==> config.mk <==
export PLATFORM = sky130hd
export DESIGN_NAME = pmvx_lut_interp
export DESIGN_NICKNAME = d
export VERILOG_FILES = /design/src/rtl/pmvx_lut_pkg.sv /design/src/rtl/pmvx_lut_table.sv /design/src/rtl/pmvx_lut_interp.sv
export SDC_FILE = /design/constraint.sdc
export NUM_CORES = 1
export LEC_CHECK = 0
export ABC_CLOCK_PERIOD_IN_PS = 2150
export CAP_MARGIN = 20
export CORE_ASPECT_RATIO = 0.75
export CORE_MARGIN = 4
export CORE_UTILIZATION = 62
export DETAILED_ROUTE_END_ITERATION = 10
export GPL_TIMING_DRIVEN = 0
export PLACE_DENSITY = 0.8
export SLEW_MARGIN = 20
export SYNTH_ARGS = -nofsm -noshare
export SYNTH_HDL_FRONTEND = slang
export SYNTH_SLANG_ARGS = --single-unit
==> constraint.sdc <==
create_clock -name clk -period 2.15 [get_ports clk]
set_input_delay 0.645 -clock clk [delete_from_list [all_inputs] [get_ports clk]]
set_output_delay 0.645 -clock clk [all_outputs]
set_load 0.03 [all_outputs]
==> src/rtl/pmvx_lut_pkg.sv <==
// pmvx_lut_pkg: shared defaults and helpers for the pmvx LUT interpolator.
//   Default index width, fraction width and output width.
//   round_const(frac_w): half-LSB constant added before the fraction shift
//   so the interpolated term is rounded to nearest.
package pmvx_lut_pkg;

  localparam int unsigned DefIdxW  = 5;
  localparam int unsigned DefFracW = 4;
  localparam int unsigned DefOw    = 15;

  function automatic int unsigned round_const(input int unsigned frac_w);
    return 32'd1 << (frac_w - 1);
  endfunction

endpackage

==> src/rtl/pmvx_lut_table.sv <==
// pmvx_lut_table: register-array lookup table, one write port, two
// combinational read ports. All entries clear on asynchronous reset.
// Ports:
//   clk, rst_n             clock / async active-low reset
//   wr_en, wr_addr, wr_data write strobe, address and data
//   rd_addr_a, rd_data_a   read port A (combinational)
//   rd_addr_b, rd_data_b   read port B (combinational)
module pmvx_lut_table
  import pmvx_lut_pkg::*;
#(
  parameter int unsigned IDX_W = DefIdxW,
  parameter int unsigned OW    = DefOw
) (
  input  logic             clk,
  input  logic             rst_n,
  input  logic             wr_en,
  input  logic [IDX_W-1:0] wr_addr,
  input  logic [OW-1:0]    wr_data,
  input  logic [IDX_W-1:0] rd_addr_a,
  output logic [OW-1:0]    rd_data_a,
  input  logic [IDX_W-1:0] rd_addr_b,
  output logic [OW-1:0]    rd_data_b
);

  localparam int unsigned Depth = 2 ** IDX_W;

  logic [OW-1:0] mem_q [Depth];

  always_ff @(posedge clk or negedge rst_n) begin
    if (!rst_n) begin
      for (int k = 0; k < Depth; k++) begin
        mem_q[k] <= '0;
      end
    end else if (wr_en) begin
      mem_q[wr_addr] <= wr_data;
    end
  end

  assign rd_data_a = mem_q[rd_addr_a];
  assign rd_data_b = mem_q[rd_addr_b];

endmodule

==> src/rtl/pmvx_lut_interp.sv <==
// pmvx_lut_interp: 3-stage pipelined table lookup with optional linear
// interpolation between neighbouring entries.
// Build option: define PMVX_LUT_INTERP_EN to interpolate; without it the
// output is the plain entry T[i] with identical latency and handshake.
// Ports:
//   clk, rst_n                 clock / async active-low reset
//   in_valid, in_ready, x      input stream; x = {index, fraction}
//   out_valid, out_ready, y    output stream; y is signed
//   wr_en, wr_addr, wr_data    table write port
module pmvx_lut_interp
  import pmvx_lut_pkg::*;
#(
  parameter int unsigned IDX_W  = DefIdxW,
  parameter int unsigned FRAC_W = DefFracW,
  parameter int unsigned OW     = DefOw
) (
  input  logic                    clk,
  input  logic                    rst_n,
  input  logic                    in_valid,
  output logic                    in_ready,
  input  logic [IDX_W+FRAC_W-1:0] x,
  output logic                    out_valid,
  input  logic                    out_ready,
  output logic signed [OW-1:0]    y,
  input  logic                    wr_en,
  input  logic [IDX_W-1:0]        wr_addr,
  input  logic signed [OW-1:0]    wr_data
);

  localparam int unsigned IW = IDX_W + FRAC_W;
  localparam int unsigned PW = OW + FRAC_W + 1;

  logic                    en;
  logic [IDX_W-1:0]        idx;
  logic [FRAC_W-1:0]       frac;
  logic [IDX_W-1:0]        rd_addr_b;
  logic [OW-1:0]           rd_data_a;
  logic [OW-1:0]           rd_data_b;
  logic                    v1_q, v2_q, v3_q;
  logic signed [OW-1:0]    a1_q, a2_q, y_q, y_d;

  // Whole pipeline advances together; only a held output blocks it.
  assign en       = !v3_q || out_ready;
  assign in_ready = en;
  assign idx      = x[IW-1:FRAC_W];
  assign frac     = x[FRAC_W-1:0];

  pmvx_lut_table #(
    .IDX_W (IDX_W),
    .OW    (OW)
  ) u_table (
    .clk       (clk),
    .rst_n     (rst_n),
    .wr_en     (wr_en),
    .wr_addr   (wr_addr),
    .wr_data   (wr_data),
    .rd_addr_a (idx),
    .rd_data_a (rd_data_a),
    .rd_addr_b (rd_addr_b),
    .rd_data_b (rd_data_b)
  );

  always_ff @(posedge clk or negedge rst_n) begin
    if (!rst_n) begin
      v1_q <= 1'b0;
      v2_q <= 1'b0;
      v3_q <= 1'b0;
    end else if (en) begin
      v1_q <= in_valid;
      v2_q <= v1_q;
      v3_q <= v2_q;
    end
  end

`ifdef PMVX_LUT_INTERP_EN
  logic signed [OW-1:0]  b1_q;
  logic [FRAC_W-1:0]     f1_q;
  logic signed [PW-1:0]  p2_q, p_d, p_rnd, p_sh;
  logic signed [OW:0]    diff;
  logic signed [FRAC_W:0] f_s;

  // Top entry has no right neighbour: clamp so b == a there.
  assign rd_addr_b = (&idx) ? idx : idx + 1'b1;

  always_comb begin
    diff  = (OW+1)'(b1_q) - (OW+1)'(a1_q);
    f_s   = $signed({1'b0, f1_q});
    // Operands widened first so the product is not truncated.
    p_d   = PW'(diff) * PW'(f_s);
    p_rnd = p2_q + PW'(round_const(FRAC_W));
    p_sh  = p_rnd >>> FRAC_W;
    // f < 2**FRAC_W keeps the rounded step within |b-a|, so no overflow.
    y_d   = a2_q + OW'(p_sh);
  end

  always_ff @(posedge clk or negedge rst_n) begin
    if (!rst_n) begin
      a1_q <= '0;
      b1_q <= '0;
      f1_q <= '0;
      a2_q <= '0;
      p2_q <= '0;
      y_q  <= '0;
    end else if (en) begin
      a1_q <= rd_data_a;
      b1_q <= rd_data_b;
      f1_q <= frac;
      a2_q <= a1_q;
      p2_q <= p_d;
      y_q  <= y_d;
    end
  end
`else
  logic unused_sig;

  assign rd_addr_b  = '0;
  assign unused_sig = ^{frac, rd_data_b};
  assign y_d        = a2_q;

  always_ff @(posedge clk or negedge rst_n) begin
    if (!rst_n) begin
      a1_q <= '0;
      a2_q <= '0;
      y_q  <= '0;
    end else if (en) begin
      a1_q <= rd_data_a;
      a2_q <= a1_q;
      y_q  <= y_d;
    end
  end
`endif

  assign out_valid = v3_q;
  assign y         = y_q;

endmodule

==> metrics.md <==
| Metric | Value |
|---|---|
| Outcome | `finished, final reports clean` |
| Final hold violations | `0` |
| Cell area after synthesis | `between 20000 and 25000 sq um` |
| Synth-to-Final Area Change | `13.8%` |
| Synth Warn # | `0` |
| CP Launch Type | `input pin` |
| HP Class | `input pin to async pin` |
| Worst-path clk slew | `roughly 70 ps` |
| WL per Instance | `around 28 um` |
| EDFF count, synth | `0` |
| Period minus WS final | `about 2100 ps` |
| Max Slew Vio Count | `0` |
| Global-route wire length before repair | `99.8 mm` |
| Num CTS Buffers | `50` |
| DP Cell Count | `between 2000 and 2500` |
| Share of layout cells above drive strength 1 | `about 39%` |
| Setup ws final | `between 10 and 15 ps` |
| Die Width | `between 200 and 250 um` |
| Largest net degree at the start of global routing | `106` |
| DIE AREA | `42100 sq um` |
| Syn Inst Count | `between 1500 and 2000` |
| Leakage | `12.9 nW` |
| Max VDD drop | `just under 700 uV` |
| Vias/cell | `6.47` |
| Initial antenna violation count | `0` |
| Final setup TNS | `0 ps` |
| Achievable frequency | `about 0.47 GHz` |
| Crit path kind | `input pin to register` |
| DR iter-0 viols | `around 1800` |
| Sink Count | `528` |
| Port buffer count | `45` |
| Initial core utilization | `between 60% and 70%` |
| Global route overflow | `0` |
| Clock root buffer master | `clkbuf_16` |
| Gp weighted congestion | `~0.98` |
| Fraction of registers with async set/reset | `between 90% and 100%` |
| Maximum root-to-sink buffer count | `3` |
| H-tree Lvls | `2` |
| Routed via count | `between 15000 and 20000` |
| Seq/Total Area, Yosys | `a little over half` |
| Vias in the first global route | `between 15000 and 20000` |
| RSZ-0062 raised after global routing | `false` |
| Syn avg cell area | `13.8 sq um` |
| Core area | `roughly 38000 sq um` |
| Post-Route WL | `66.2 mm` |
| Quantity of hold-fixing buffers added after cts | `0` |
| Tcrit/Tclk final | `slightly below 100%` |
| Worst-path maximum fanout | `10` |
| N_diodes | `0` |
| Worst Skew | `between 20 and 25 ps` |
| CP arrival | `between 2000 and 3000 ps` |
| Max Cap Violations | `0` |
| Syn nets | `around 1800` |
| Antenna viol nets, final | `0` |
| Post-synthesis cell type count | `34` |
| Setup crit end kind | `register` |
| Die Ht | `179 um` |
| FF+latch count, synth | `approximately 530` |
| Tightest Pin Transition | `approximately 850 ps` |
| Later-pin clock latency in the skew report | `580 ps` |
| Pwr dens | `1020 nW/um^2` |
| Worst Path Required | `between 2000 and 3000 ps` |
| Post-placement setup slack | `-1710 ps` |
| DRT Pass-1 Iters | `5` |
| TritonCTS clock tree | `built` |
| Count of non-filler cells in the finished layout | `about 2400` |
| # rows | `between 60 and 70` |
| # DRC | `0` |
| Hpwl dp | `between 40 and 50 mm` |
| Fillers | `2595` |
| Final nets | `between 1500 and 2000` |
| Setup-failing EPs final | `0` |
| Total Routing Usage GR | `approximately a third` |
| Rel. slew slack | `between 40% and 50%` |
| I/O pin cnt | `about 50` |
| Ys flop type | `dfrtp_1` |
state kept, by name, summed over array words and instances, names as in the netlist:
signal and flops:
y 15, v2_q 1, v1_q 1, a1_q 15, a2_q 15, u_table.mem_q 480, out_valid 1
per-layer routing:
metal,wire length [um],up-vias,GRT usage (%)
met5,0,-,0
met4,1650,0,7.95
met3,6980,108,8.70
met2,29100,670,47.2
met1,28500,8228,45.8
li1,-,6567,-
critical path, stage by stage:
cell	delay (ps)
dlygate4sd2_1	420
and3b_1	220
clkbuf_1	150
nand2_1	310
buf_2	450
mux2_2	390
power by group:
group	total [mW]	switching (mW)	internal, mW
clock network	9.25	3.82	5.44
logic	5.41	2.86	2.55
registers	13.2	1.16	12.0
total	27.9	7.84	20.0
cell families (layout without fill, tap and decap cells):
| kind of cell | after synthesis | in the layout | share of synthesized area [%] |
|---|---|---|---|
| muxes | 720 | 720 | 32.4 |
| DFF | 528 | 528 | 54.8 |
| AOI/OAI and AO/OA | 180 | 180 | 6.28 |
| and+or+nand+nor | 170 | 170 | 3.19 |
| buffers and inverters | 149 | 296 | 3.32 |
cells in the final DEF (no fill, tap or decap), types with 10 or more instances in the layout:
| cell type | instances |
|---|---|
| a22oi_2 | 12 |
| a21oi_1 | 29 |
| nor2_4 | 17 |
| clkinv_2 | 13 |
| o41ai_2 | 15 |
| o22ai_1 | 15 |
| nand2_1 | 122 |
| a22oi_1 | 48 |
| mux2i_1 | 240 |
| clkbuf_4 | 10 |
| buf_2 | 17 |
| a221oi_1 | 19 |
| buf_4 | 36 |
| dfrtp_1 | 528 |
| clkdlybuf4s50_1 | 18 |
| clkbuf_1 | 69 |
| dlygate4sd2_1 | 23 |
| buf_6 | 17 |
| clkbuf_8 | 13 |
| a22o_1 | 30 |
| a221oi_2 | 11 |
| mux2_2 | 479 |
| clkbuf_16 | 53 |
Yosys cell counts (2+ instances only):
cell type / instances / area (sq um)
a21oi_1: 30 / 150
a221oi_2: 8 / 120
nand2_1: 122 / 458
nor2b_1: 3 / 18.8
nand3_1: 2 / 10.0
nor2_4: 4 / 45.0
buf_6: 15 / 169
mux2_2: 479 / 5390
nand2b_1: 3 / 18.8
o22ai_1: 15 / 93.8
or2_2: 2 / 12.5
o41ai_2: 15 / 244
nor3b_2: 3 / 37.5
a221oi_1: 22 / 193
clkbuf_1: 81 / 304
buf_4: 23 / 173
buf_2: 20 / 100
nor2_1: 14 / 52.6
dfrtp_1: 528 / 13200
a22o_1: 30 / 263
nand2_2: 7 / 43.8
mux2i_1: 240 / 2400
buf_1: 8 / 30.0
nand3b_1: 4 / 30.0
a22oi_1: 60 / 450
per-stage QoR:
stage | utilization, % | total power, mW | hold WS [ps] | area [sq um]
after floorplan | - | 16.6 | 349 | 24100
after global placement | 65.7 | 18.3 | 444 | 25200
after detailed placement | 66.1 | 18.6 | 447 | 25300
after CTS | 71.4 | 27.8 | 13.6 | 27400
after global routing | 71.5 | 29.0 | 44.6 | 27400
final | 71.5 | 27.9 | 13.4 | 27400
repair_timing:
action,4_1_cts,5_1_grt
gates resized for setup,138,16
pin swaps,10,1
endpoints found under the hold margin,0,0
buffers inserted,2,5
setup endpoints to repair,358,136
area by class of cell:
| cell class | count | area, sq um | share of cell area [%] |
|---|---|---|---|
| clock inverter | 18 | 215 | 0.785 |
| buffer | 146 | 910 | 3.32 |
| multi-input combinational | 1070 | 10300 | 37.6 |
| timing repair buffer | 57 | 612 | 2.23 |
| tap | 512 | 641 | 2.34 |
| sequential | 528 | 13200 | 48.2 |
| clock buffer | 74 | 1510 | 5.49 |
| inverter | 1 | 16.3 | 0.0593 |
worst paths after layout:
kind	startpoint	endpoint	slack [ps]	cells after the start
worst max-delay path	wr_addr[1]	u_table.mem_q[401]	10	6
worst min-delay path	rst_n	u_table.mem_q[326]	10	1
worst max register to register	out_valid	a1_q[2]	270	5
worst min register to register	y[2]	y[2]	470	2
max in group asynchronous	rst_n	u_table.mem_q[134]	340	4
min in group clk	y[2]	y[2]	470	2
(Power assumes the default switching activity.)
